===== config.mk =====
export PLATFORM = sky130hd
export DESIGN_NAME = comet_mem_master_flat
export DESIGN_NICKNAME = d
export VERILOG_FILES = /design/src/rtl/comet_mem_master_if.sv /design/src/rtl/comet_mem_master.sv /design/src/flat_wrapper.sv
export SDC_FILE = /design/constraint.sdc
export NUM_CORES = 1
export LEC_CHECK = 0
export CAP_MARGIN = 30
export CORE_MARGIN = 2
export CORE_UTILIZATION = 51
export CTS_BUF_LIST = sky130_fd_sc_hd__clkbuf_8
export DETAILED_ROUTE_END_ITERATION = 7
export PLACE_DENSITY_LB_ADDON = 0.25
export RECOVER_POWER = 50
export SYNTH_ARGS = -nofsm -noshare
export SYNTH_HDL_FRONTEND = slang
export SYNTH_SLANG_ARGS = --single-unit

===== constraint.sdc =====
create_clock -name mclk -period 5.35 [get_ports mclk]
set_clock_uncertainty 0.2 [all_clocks]
set_input_delay 1.07 -clock mclk [delete_from_list [all_inputs] [get_ports mclk]]
set_output_delay 1.07 -clock mclk [all_outputs]
set_load 0.05 [all_outputs]

===== src/rtl/comet_mem_master_if.sv =====
// Bus bundle between the fetch/data requesters, comet_mem_master and memory.
// master: view of comet_mem_master (drives acks, results and mem_* controls).
// slave : view of the requesters/memory environment.
interface comet_mem_master_if;
    localparam int unsigned W = 16;

    // Instruction fetch channel
    logic         fetch_req;
    logic [W-1:0] fetch_pc;
    logic         fetch_ack;
    logic [W-1:0] ir_op;
    logic [W-1:0] ir_adr;
    logic         ir_len2;

    // Data load/store channel
    logic         dreq;
    logic         dwe;
    logic [W-1:0] daddr;
    logic [W-1:0] dwdata;
    logic         dack;
    logic [W-1:0] drdata;

    // Memory port (combinational read, write committed on falling edge)
    logic         mem_we;
    logic [W-1:0] mem_waddr;
    logic [W-1:0] mem_wdata;
    logic         mem_re;
    logic [W-1:0] mem_raddr;
    logic [W-1:0] mem_rdata;

    logic         busy;

    modport master (
        input  fetch_req, fetch_pc, dreq, dwe, daddr, dwdata, mem_rdata,
        output fetch_ack, ir_op, ir_adr, ir_len2, dack, drdata,
               mem_we, mem_waddr, mem_wdata, mem_re, mem_raddr, busy
    );

    modport slave (
        output fetch_req, fetch_pc, dreq, dwe, daddr, dwdata, mem_rdata,
        input  fetch_ack, ir_op, ir_adr, ir_len2, dack, drdata,
               mem_we, mem_waddr, mem_wdata, mem_re, mem_raddr, busy
    );
endinterface


===== src/rtl/comet_mem_master.sv =====
// Single-port memory master arbitrating instruction fetches (1 or 2 words)
// and data loads/stores; one transaction in flight, data has priority.
// Ports: mclk (rising-edge clock), rst_n (async active-low reset),
//        bus (comet_mem_master_if.master: fetch, data and memory signals).
// Every bus output is a register; mem_* values are computed from the
// next state so the memory sees them during the state they belong to.
module comet_mem_master (
    input  logic                 mclk,
    input  logic                 rst_n,
    comet_mem_master_if.master   bus
);
    localparam int unsigned W = 16;

    localparam logic [2:0] IDLE  = 3'd0;
    localparam logic [2:0] F_OP  = 3'd1;
    localparam logic [2:0] F_ADR = 3'd2;
    localparam logic [2:0] ACK_F = 3'd3;
    localparam logic [2:0] D_RD  = 3'd4;
    localparam logic [2:0] D_WR  = 3'd5;
    localparam logic [2:0] ACK_D = 3'd6;

    logic [2:0]   state, state_nxt;
    logic [W-1:0] pc_q, pc_nxt;

    logic         fetch_ack_nxt, dack_nxt, busy_nxt;
    logic         mem_re_nxt, mem_we_nxt;
    logic [W-1:0] mem_raddr_nxt, mem_waddr_nxt, mem_wdata_nxt;
    logic [W-1:0] ir_op_nxt, ir_adr_nxt, drdata_nxt;
    logic         ir_len2_nxt;

    // Opcode byte decode: true when the instruction has no address word
    function automatic logic is_one_word(input logic [7:0] op);
        return (op == 8'h00) || (op == 8'h71) || (op == 8'h81) ||
               (op[2] && (op[7:4] != 4'h6));
    endfunction

    // Next-state and next-output logic
    always_comb begin
        state_nxt     = state;
        pc_nxt        = pc_q;
        fetch_ack_nxt = 1'b0;
        dack_nxt      = 1'b0;
        mem_re_nxt    = 1'b0;
        mem_we_nxt    = 1'b0;
        mem_raddr_nxt = bus.mem_raddr;
        mem_waddr_nxt = bus.mem_waddr;
        mem_wdata_nxt = bus.mem_wdata;
        ir_op_nxt     = bus.ir_op;
        ir_adr_nxt    = bus.ir_adr;
        ir_len2_nxt   = bus.ir_len2;
        drdata_nxt    = bus.drdata;

        case (state)
            IDLE: begin
                if (bus.dreq) begin
                    if (bus.dwe) begin
                        state_nxt     = D_WR;
                        mem_we_nxt    = 1'b1;
                        mem_waddr_nxt = bus.daddr;
                        mem_wdata_nxt = bus.dwdata;
                    end else begin
                        state_nxt     = D_RD;
                        mem_re_nxt    = 1'b1;
                        mem_raddr_nxt = bus.daddr;
                    end
                end else if (bus.fetch_req) begin
                    state_nxt     = F_OP;
                    pc_nxt        = bus.fetch_pc;
                    mem_re_nxt    = 1'b1;
                    mem_raddr_nxt = bus.fetch_pc;
                end
            end
            F_OP: begin
                ir_op_nxt = bus.mem_rdata;
                if (is_one_word(bus.mem_rdata[15:8])) begin
                    state_nxt     = ACK_F;
                    ir_adr_nxt    = '0;
                    ir_len2_nxt   = 1'b0;
                    fetch_ack_nxt = 1'b1;
                end else begin
                    state_nxt     = F_ADR;
                    mem_re_nxt    = 1'b1;
                    mem_raddr_nxt = pc_q + W'(1);
                end
            end
            F_ADR: begin
                state_nxt     = ACK_F;
                ir_adr_nxt    = bus.mem_rdata;
                ir_len2_nxt   = 1'b1;
                fetch_ack_nxt = 1'b1;
            end
            D_RD: begin
                state_nxt  = ACK_D;
                drdata_nxt = bus.mem_rdata;
                dack_nxt   = 1'b1;
            end
            D_WR: begin
                state_nxt = ACK_D;
                dack_nxt  = 1'b1;
            end
            ACK_F, ACK_D: state_nxt = IDLE;
            default:      state_nxt = IDLE;
        endcase

        busy_nxt = (state_nxt != IDLE);
    end

    // State and registered outputs
    always_ff @(posedge mclk or negedge rst_n) begin
        if (!rst_n) begin
            state         <= IDLE;
            pc_q          <= '0;
            bus.fetch_ack <= 1'b0;
            bus.dack      <= 1'b0;
            bus.busy      <= 1'b0;
            bus.mem_re    <= 1'b0;
            bus.mem_we    <= 1'b0;
            bus.mem_raddr <= '0;
            bus.mem_waddr <= '0;
            bus.mem_wdata <= '0;
            bus.ir_op     <= '0;
            bus.ir_adr    <= '0;
            bus.ir_len2   <= 1'b0;
            bus.drdata    <= '0;
        end else begin
            state         <= state_nxt;
            pc_q          <= pc_nxt;
            bus.fetch_ack <= fetch_ack_nxt;
            bus.dack      <= dack_nxt;
            bus.busy      <= busy_nxt;
            bus.mem_re    <= mem_re_nxt;
            bus.mem_we    <= mem_we_nxt;
            bus.mem_raddr <= mem_raddr_nxt;
            bus.mem_waddr <= mem_waddr_nxt;
            bus.mem_wdata <= mem_wdata_nxt;
            bus.ir_op     <= ir_op_nxt;
            bus.ir_adr    <= ir_adr_nxt;
            bus.ir_len2   <= ir_len2_nxt;
            bus.drdata    <= drdata_nxt;
        end
    end
endmodule

===== src/flat_wrapper.sv =====
// flat-port wrapper written by rule: the top's interface ports become plain ports
module comet_mem_master_flat 
  (mclk, rst_n, bus_fetch_req, bus_fetch_pc, bus_dreq, bus_dwe, bus_daddr, bus_dwdata, bus_mem_rdata, bus_fetch_ack, bus_ir_op, bus_ir_adr, bus_ir_len2, bus_dack, bus_drdata, bus_mem_we, bus_mem_waddr, bus_mem_wdata, bus_mem_re, bus_mem_raddr, bus_busy);
  comet_mem_master_if bus_i ();
  input  logic mclk;
  input  logic rst_n;
  input wire logic [$bits(bus_i.fetch_req)-1:0] bus_fetch_req;
  input wire logic [$bits(bus_i.fetch_pc)-1:0] bus_fetch_pc;
  input wire logic [$bits(bus_i.dreq)-1:0] bus_dreq;
  input wire logic [$bits(bus_i.dwe)-1:0] bus_dwe;
  input wire logic [$bits(bus_i.daddr)-1:0] bus_daddr;
  input wire logic [$bits(bus_i.dwdata)-1:0] bus_dwdata;
  input wire logic [$bits(bus_i.mem_rdata)-1:0] bus_mem_rdata;
  output wire logic [$bits(bus_i.fetch_ack)-1:0] bus_fetch_ack;
  output wire logic [$bits(bus_i.ir_op)-1:0] bus_ir_op;
  output wire logic [$bits(bus_i.ir_adr)-1:0] bus_ir_adr;
  output wire logic [$bits(bus_i.ir_len2)-1:0] bus_ir_len2;
  output wire logic [$bits(bus_i.dack)-1:0] bus_dack;
  output wire logic [$bits(bus_i.drdata)-1:0] bus_drdata;
  output wire logic [$bits(bus_i.mem_we)-1:0] bus_mem_we;
  output wire logic [$bits(bus_i.mem_waddr)-1:0] bus_mem_waddr;
  output wire logic [$bits(bus_i.mem_wdata)-1:0] bus_mem_wdata;
  output wire logic [$bits(bus_i.mem_re)-1:0] bus_mem_re;
  output wire logic [$bits(bus_i.mem_raddr)-1:0] bus_mem_raddr;
  output wire logic [$bits(bus_i.busy)-1:0] bus_busy;
  assign bus_i.fetch_req = bus_fetch_req;
  assign bus_i.fetch_pc = bus_fetch_pc;
  assign bus_i.dreq = bus_dreq;
  assign bus_i.dwe = bus_dwe;
  assign bus_i.daddr = bus_daddr;
  assign bus_i.dwdata = bus_dwdata;
  assign bus_i.mem_rdata = bus_mem_rdata;
  assign bus_fetch_ack = bus_i.fetch_ack;
  assign bus_ir_op = bus_i.ir_op;
  assign bus_ir_adr = bus_i.ir_adr;
  assign bus_ir_len2 = bus_i.ir_len2;
  assign bus_dack = bus_i.dack;
  assign bus_drdata = bus_i.drdata;
  assign bus_mem_we = bus_i.mem_we;
  assign bus_mem_waddr = bus_i.mem_waddr;
  assign bus_mem_wdata = bus_i.mem_wdata;
  assign bus_mem_re = bus_i.mem_re;
  assign bus_mem_raddr = bus_i.mem_raddr;
  assign bus_busy = bus_i.busy;
  comet_mem_master u_core (.mclk(mclk), .rst_n(rst_n), .bus(bus_i));
endmodule

Word level (Yosys, flattened, before mapping)
Cells that the tools add are included.
- $add $sub $neg: 1
- equality and inequality tests: 11
- mux-type cells: 25
- bitwise logic cells: 1
- reduce and logical (&&, ||, !) cells: 14
- operators with widths (kind ; count):
    $mux 16 ; 5
    $pmux 16 s2 ; 2
    $add 16x1->16 const B ; 1
    $mux 1 ; 12
    $pmux 3 s4 ; 1
    $eq 8x7->1 const B ; 1
    $eq 8x8->1 const B ; 1
    $logic_not 8->1 ; 1
    $eq 3x3->1 const B ; 2
    $mux 3 ; 2
    $ne 3x3->1 const B ; 2
    $pmux 1 s2 ; 3
    $reduce_and 3->1 ; 2
    $ne 4x3->1 const B ; 1
    $reduce_and 4->1 ; 1
    $reduce_bool 2->1 ; 2
    $eq 3x1->1 const B ; 1
    $eq 3x2->1 const B ; 1
    $logic_not 3->1 ; 1
    $logic_or 1x1->1 ; 3
    $reduce_bool 3->1 ; 1
    $ne 2x1->1 const B ; 1
    $ne 2x2->1 const B ; 1
    $reduce_and 2->1 ; 1
    3 further kinds ; 3
- bits in registers: 121
- input bits: 69
- output and inout port bits: 102
- word-level logic and storage cells: 66

Longest topological paths before layout
- word-level depth: 7
- mapped depth: 7

Least setup slack after synthesis
No wires, ideal clock.
- path type: input port to flip-flop
- start point: input port bus_mem_rdata[13]
- end point: register u_core.bus.mem_raddr[10] (netlist bit)
- library setup time: 126 ps
- arrival time: 2327 ps
- data required time: 5024 ps
- path slack: 2697 ps
- cell stages on the path: 6
- path buffers: 2
- cell sequence: nor4b_1 o211ai_2 and4_1 buf_6 buf_2 a221o_1
- cells in the longest elaborated chain, start to end: 6
- RTL lines (what ; line ; RTL):
    start: declaration ; flat_wrapper.sv:13 ; input wire logic [$bits(bus_i.mem_rdata)-1:0] bus_mem_rdata;
    $eq 8x7->1 or $logic_not 8->1 (tied branches) ; comet_mem_master.sv:33 ; return (op == 8'h00) || (op == 8'h71) || (op == 8'h81) ||
    $logic_or 1x1->1 (2 in a row) ; comet_mem_master.sv:33 ;
    $logic_or 1x1->1 (*) ; comet_mem_master.sv:33 ;
    $ne 2x2->1 (no line) (*) ; -- ;
    $reduce_and 4->1 (no line) (*) ; -- ;
    end signal: assignment ; comet_mem_master.sv:133 ; bus.mem_raddr <= mem_raddr_nxt;
    end: declaration ; comet_mem_master_if.sv:36 ; mem_we, mem_waddr, mem_wdata, mem_re, mem_raddr, busy
Every way passes the cells marked *; elsewhere a longest branch is shown, timed or not.
A chain may end at the register's enable or synchronous reset.

Final worst setup path
- start point: input port bus_dreq
- end point: register u_core.bus.mem_wdata[8] (netlist bit)
- cells in the longest elaborated chain, start to end: 1
- RTL lines (what ; line ; RTL):
    start: declaration ; flat_wrapper.sv:9 ; input wire logic [$bits(bus_i.dreq)-1:0] bus_dreq;
    $reduce_and 3->1 (no line) ; -- ;
    end signal: assignment ; comet_mem_master.sv:135 ; bus.mem_wdata <= mem_wdata_nxt;
    end: declaration ; comet_mem_master_if.sv:36 ;
Every way passes these cells.

==> impl_metrics.toml <==
[pwr]
ir_drop_mv = 0.360
power_uw = 5700
p_leak_uw = 0.00324
power_density_nw_per_um2 = 771

[synthesis]
synth_xor_area_share_pct = 2.39
synth_top_family_by_area = "multiplexers"
ys_types = 38
synthCells = 425
avgSynthCellArea_um2 = 12.1
synth_flop_cell = "dfrtp_1"
synth_area_um2 = 5120
ys_seq_area_share_pct = 59.1
ys_ff_latch = 121
synth_compound_area_share_pct = 6.03
synthArstFlopShare_pct = 100
synthMuxAreaShare_pct = 17.2
synth_simple_gate_area_share_pct = 12.6
syn_nets = 495
yosys_warnings = 0
synth_edf_count = 0
yosys.area_share.adder_pct = 0.244

[finish]
nNetsFinal = 668
area.growth.synth_to_final_pct = 44.4
final_common_cell = "clkdlybuf4s50_1"
fin_cells = 744
drive_gt1_share_pct = 16.7
n_antenna_cell = 0
layout_common_cells = "clkdlybuf4s50_1 (168), dfrtp_1 (121), nand2_1 (88)"

[timing]
setup_viol = 0
worst_pin_slew_ps = 2140
max_clock_freq_ghz = 0.248
whs_ps = 285
fin_crit_sh_pct = 75.2
fin_crit_ps = 4020
rsz0062_at_grt = "false"
slew_violations = 39
setup_tns_ps = 0
layout_setup_ws_ps = 1330
slew_headroom_pct = -42.6
hold_viol_final = 0

[clocking]
cts_buffers = 17
cts_tree = "done"
ctsHoldBuffers = 0
htree_levels = 4
post_cts_buffers = 0
clockBufferDepth = 2
clock_latency_ps = 430
path_clk_slew_ps = 70
clock-sinks = 121
cts_resized = 0
root_buffer = "clkbuf_8"

[outcome]
outcome = "finished with violations"
violations = "max-capacitance violations, max-slew violations"

[critical_path]
cp-startpoint = "bus_dreq"
cp.arrival_ps = 4130
start_kind = "input pin"
worstPathRequired_ps = 5460
criticalPathCategory = "in -> reg"
r2r-start = "u_core.state[2]"
reg2regPathDepth = 4
cp_max_fo = 24
worstSetupEndpointType = "flip-flop"

[detailed_routing]
first_iter_violations = 199
finalWirelength_mm = 13.2
drt-pass1-iter-count = 4
vias = 3977
avgRoutedWirePerCell_um = 17.8
drcViolationCount = 0
drtAntennaViolNets = 0
via_per_inst = 5.35

[floorplan]
die_h_um = 104
initial_core_util_pct = 52.4
rows = 36
coreArea_um2 = 9770
die_w_um = 104
dieArea_um2 = 10900
io_pins = 171

[grt]
grt.overflow.total = 0
grt_first_pass_wirelength_mm = 21.8
grt_max_degree = 44
grt_pass1_vias = 4283
track_usage_pct = 25.4
antenna_found_initial = 0

[placed_design]
dpl.hpwl_mm = 9.44
port-buffer-count = 170
dp.cells = 712
place.gp.congestion = 0.804
place_ws_ps = 1600

[worst_hold_path]
hold_path_depth = 2
hold_start = "u_core.bus.ir_op[11]"
hp-class = "reg -> reg"

[flow_run]
max_cap_violations = 1
==> final timing paths <==
| kind | endpoint | slack (ps) |
|---|---|---|
| max reg2reg | u_core.bus.mem_raddr[9] | 2480 |
| max | u_core.bus.mem_wdata[8] | 1330 |
| min reg2reg | u_core.bus.ir_op[11] | 280 |
| min in group asynchronous | u_core.bus.ir_adr[11] | 1060 |
| max in group asynchronous | u_core.bus.mem_wdata[15] | 1960 |
| min | u_core.bus.ir_op[11] | 280 |
==> sequential cells by signal (all words and copies together), names as in the netlist <==
signal                cells
u_core.bus.fetch_ack      1
u_core.bus.mem_wdata     16
u_core.bus.mem_we         1
u_core.bus.mem_raddr     16
u_core.bus.drdata        16
u_core.bus.ir_op         16
u_core.bus.ir_adr        16
u_core.state              3
u_core.bus.dack           1
u_core.bus.busy           1
u_core.bus.mem_waddr     16
u_core.bus.mem_re         1
u_core.pc_q              16
u_core.bus.ir_len2        1
==> cell usage after synthesis, drive strengths merged (5+ instances only) <==
| library cell | count | area (um^2) |
|---|---|---|
| a221o | 16 | 160 |
| clkbuf | 7 | 26.3 |
| nor3 | 7 | 51.3 |
| xnor2 | 7 | 61.3 |
| mux2i | 16 | 160 |
| buf | 13 | 81.3 |
| o21ai | 17 | 85.1 |
| mux2 | 64 | 721 |
| nor2 | 23 | 86.3 |
| nand4 | 5 | 31.3 |
| nand2 | 88 | 330 |
| dfrtp | 121 | 3030 |
| nand3 | 7 | 35.0 |
| xor2 | 7 | 61.3 |
==> where the power goes <==
| group | switching, uW | internal (uW) |
|---|---|---|
| Sequential | 313 | 1360 |
| Combinational | 1960 | 1080 |
| Clock | 348 | 640 |
==> kinds of logic (layout without fill, tap and decap cells) <==
logic type / Yosys count / in the layout
mux: 80 / 80
flops: 121 / 121
fa+ha+maj: 1 / 1
simple gates: 145 / 145
buf+inv: 24 / 210
compound gates: 40 / 40
xor+xnor: 14 / 14
==> metal layers <==
layer | share of wire, % | vias up | wire (um) | track usage, %
met3 | 6.0 | 24 | 793 | 5.95
li1 | - | 1825 | - | -
met2 | 52 | 162 | 6880 | 44.2
met1 | 40 | 1966 | 5320 | 30.6
met4 | 1.8 | 0 | 238 | 10.1
met5 | 0 | - | 0 | 0
==> layout make-up <==
cell class | instances | area (um^2)
clock buffer | 24 | 330
clock inverter | 8 | 163
fill | 648 | 2380
inverter | 4 | 15.0
multi-input combinational | 280 | 1960
sequential | 121 | 3030
tap | 133 | 166
timing repair buffer | 174 | 1730
==> metrics by stage <==
| stage | util [%] | area, um^2 |
|---|---|---|
| 2_1_floorplan | - | 5120 |
| 3_3_place_gp | 70.6 | 6900 |
| 3_5_place_dp | 70.8 | 6920 |
| 4_1_cts | 75.9 | 7420 |
| 5_1_grt | 75.7 | 7400 |
| 6_report | 75.7 | 7400 |
==> critical path, cell delays in order <==
cell and delay (ps):
dlygate4sd3_1 520, clkbuf_1 1030, and3_1 700, buf_4 410, mux2_2 380
Power figures use the tool's default switching activity.
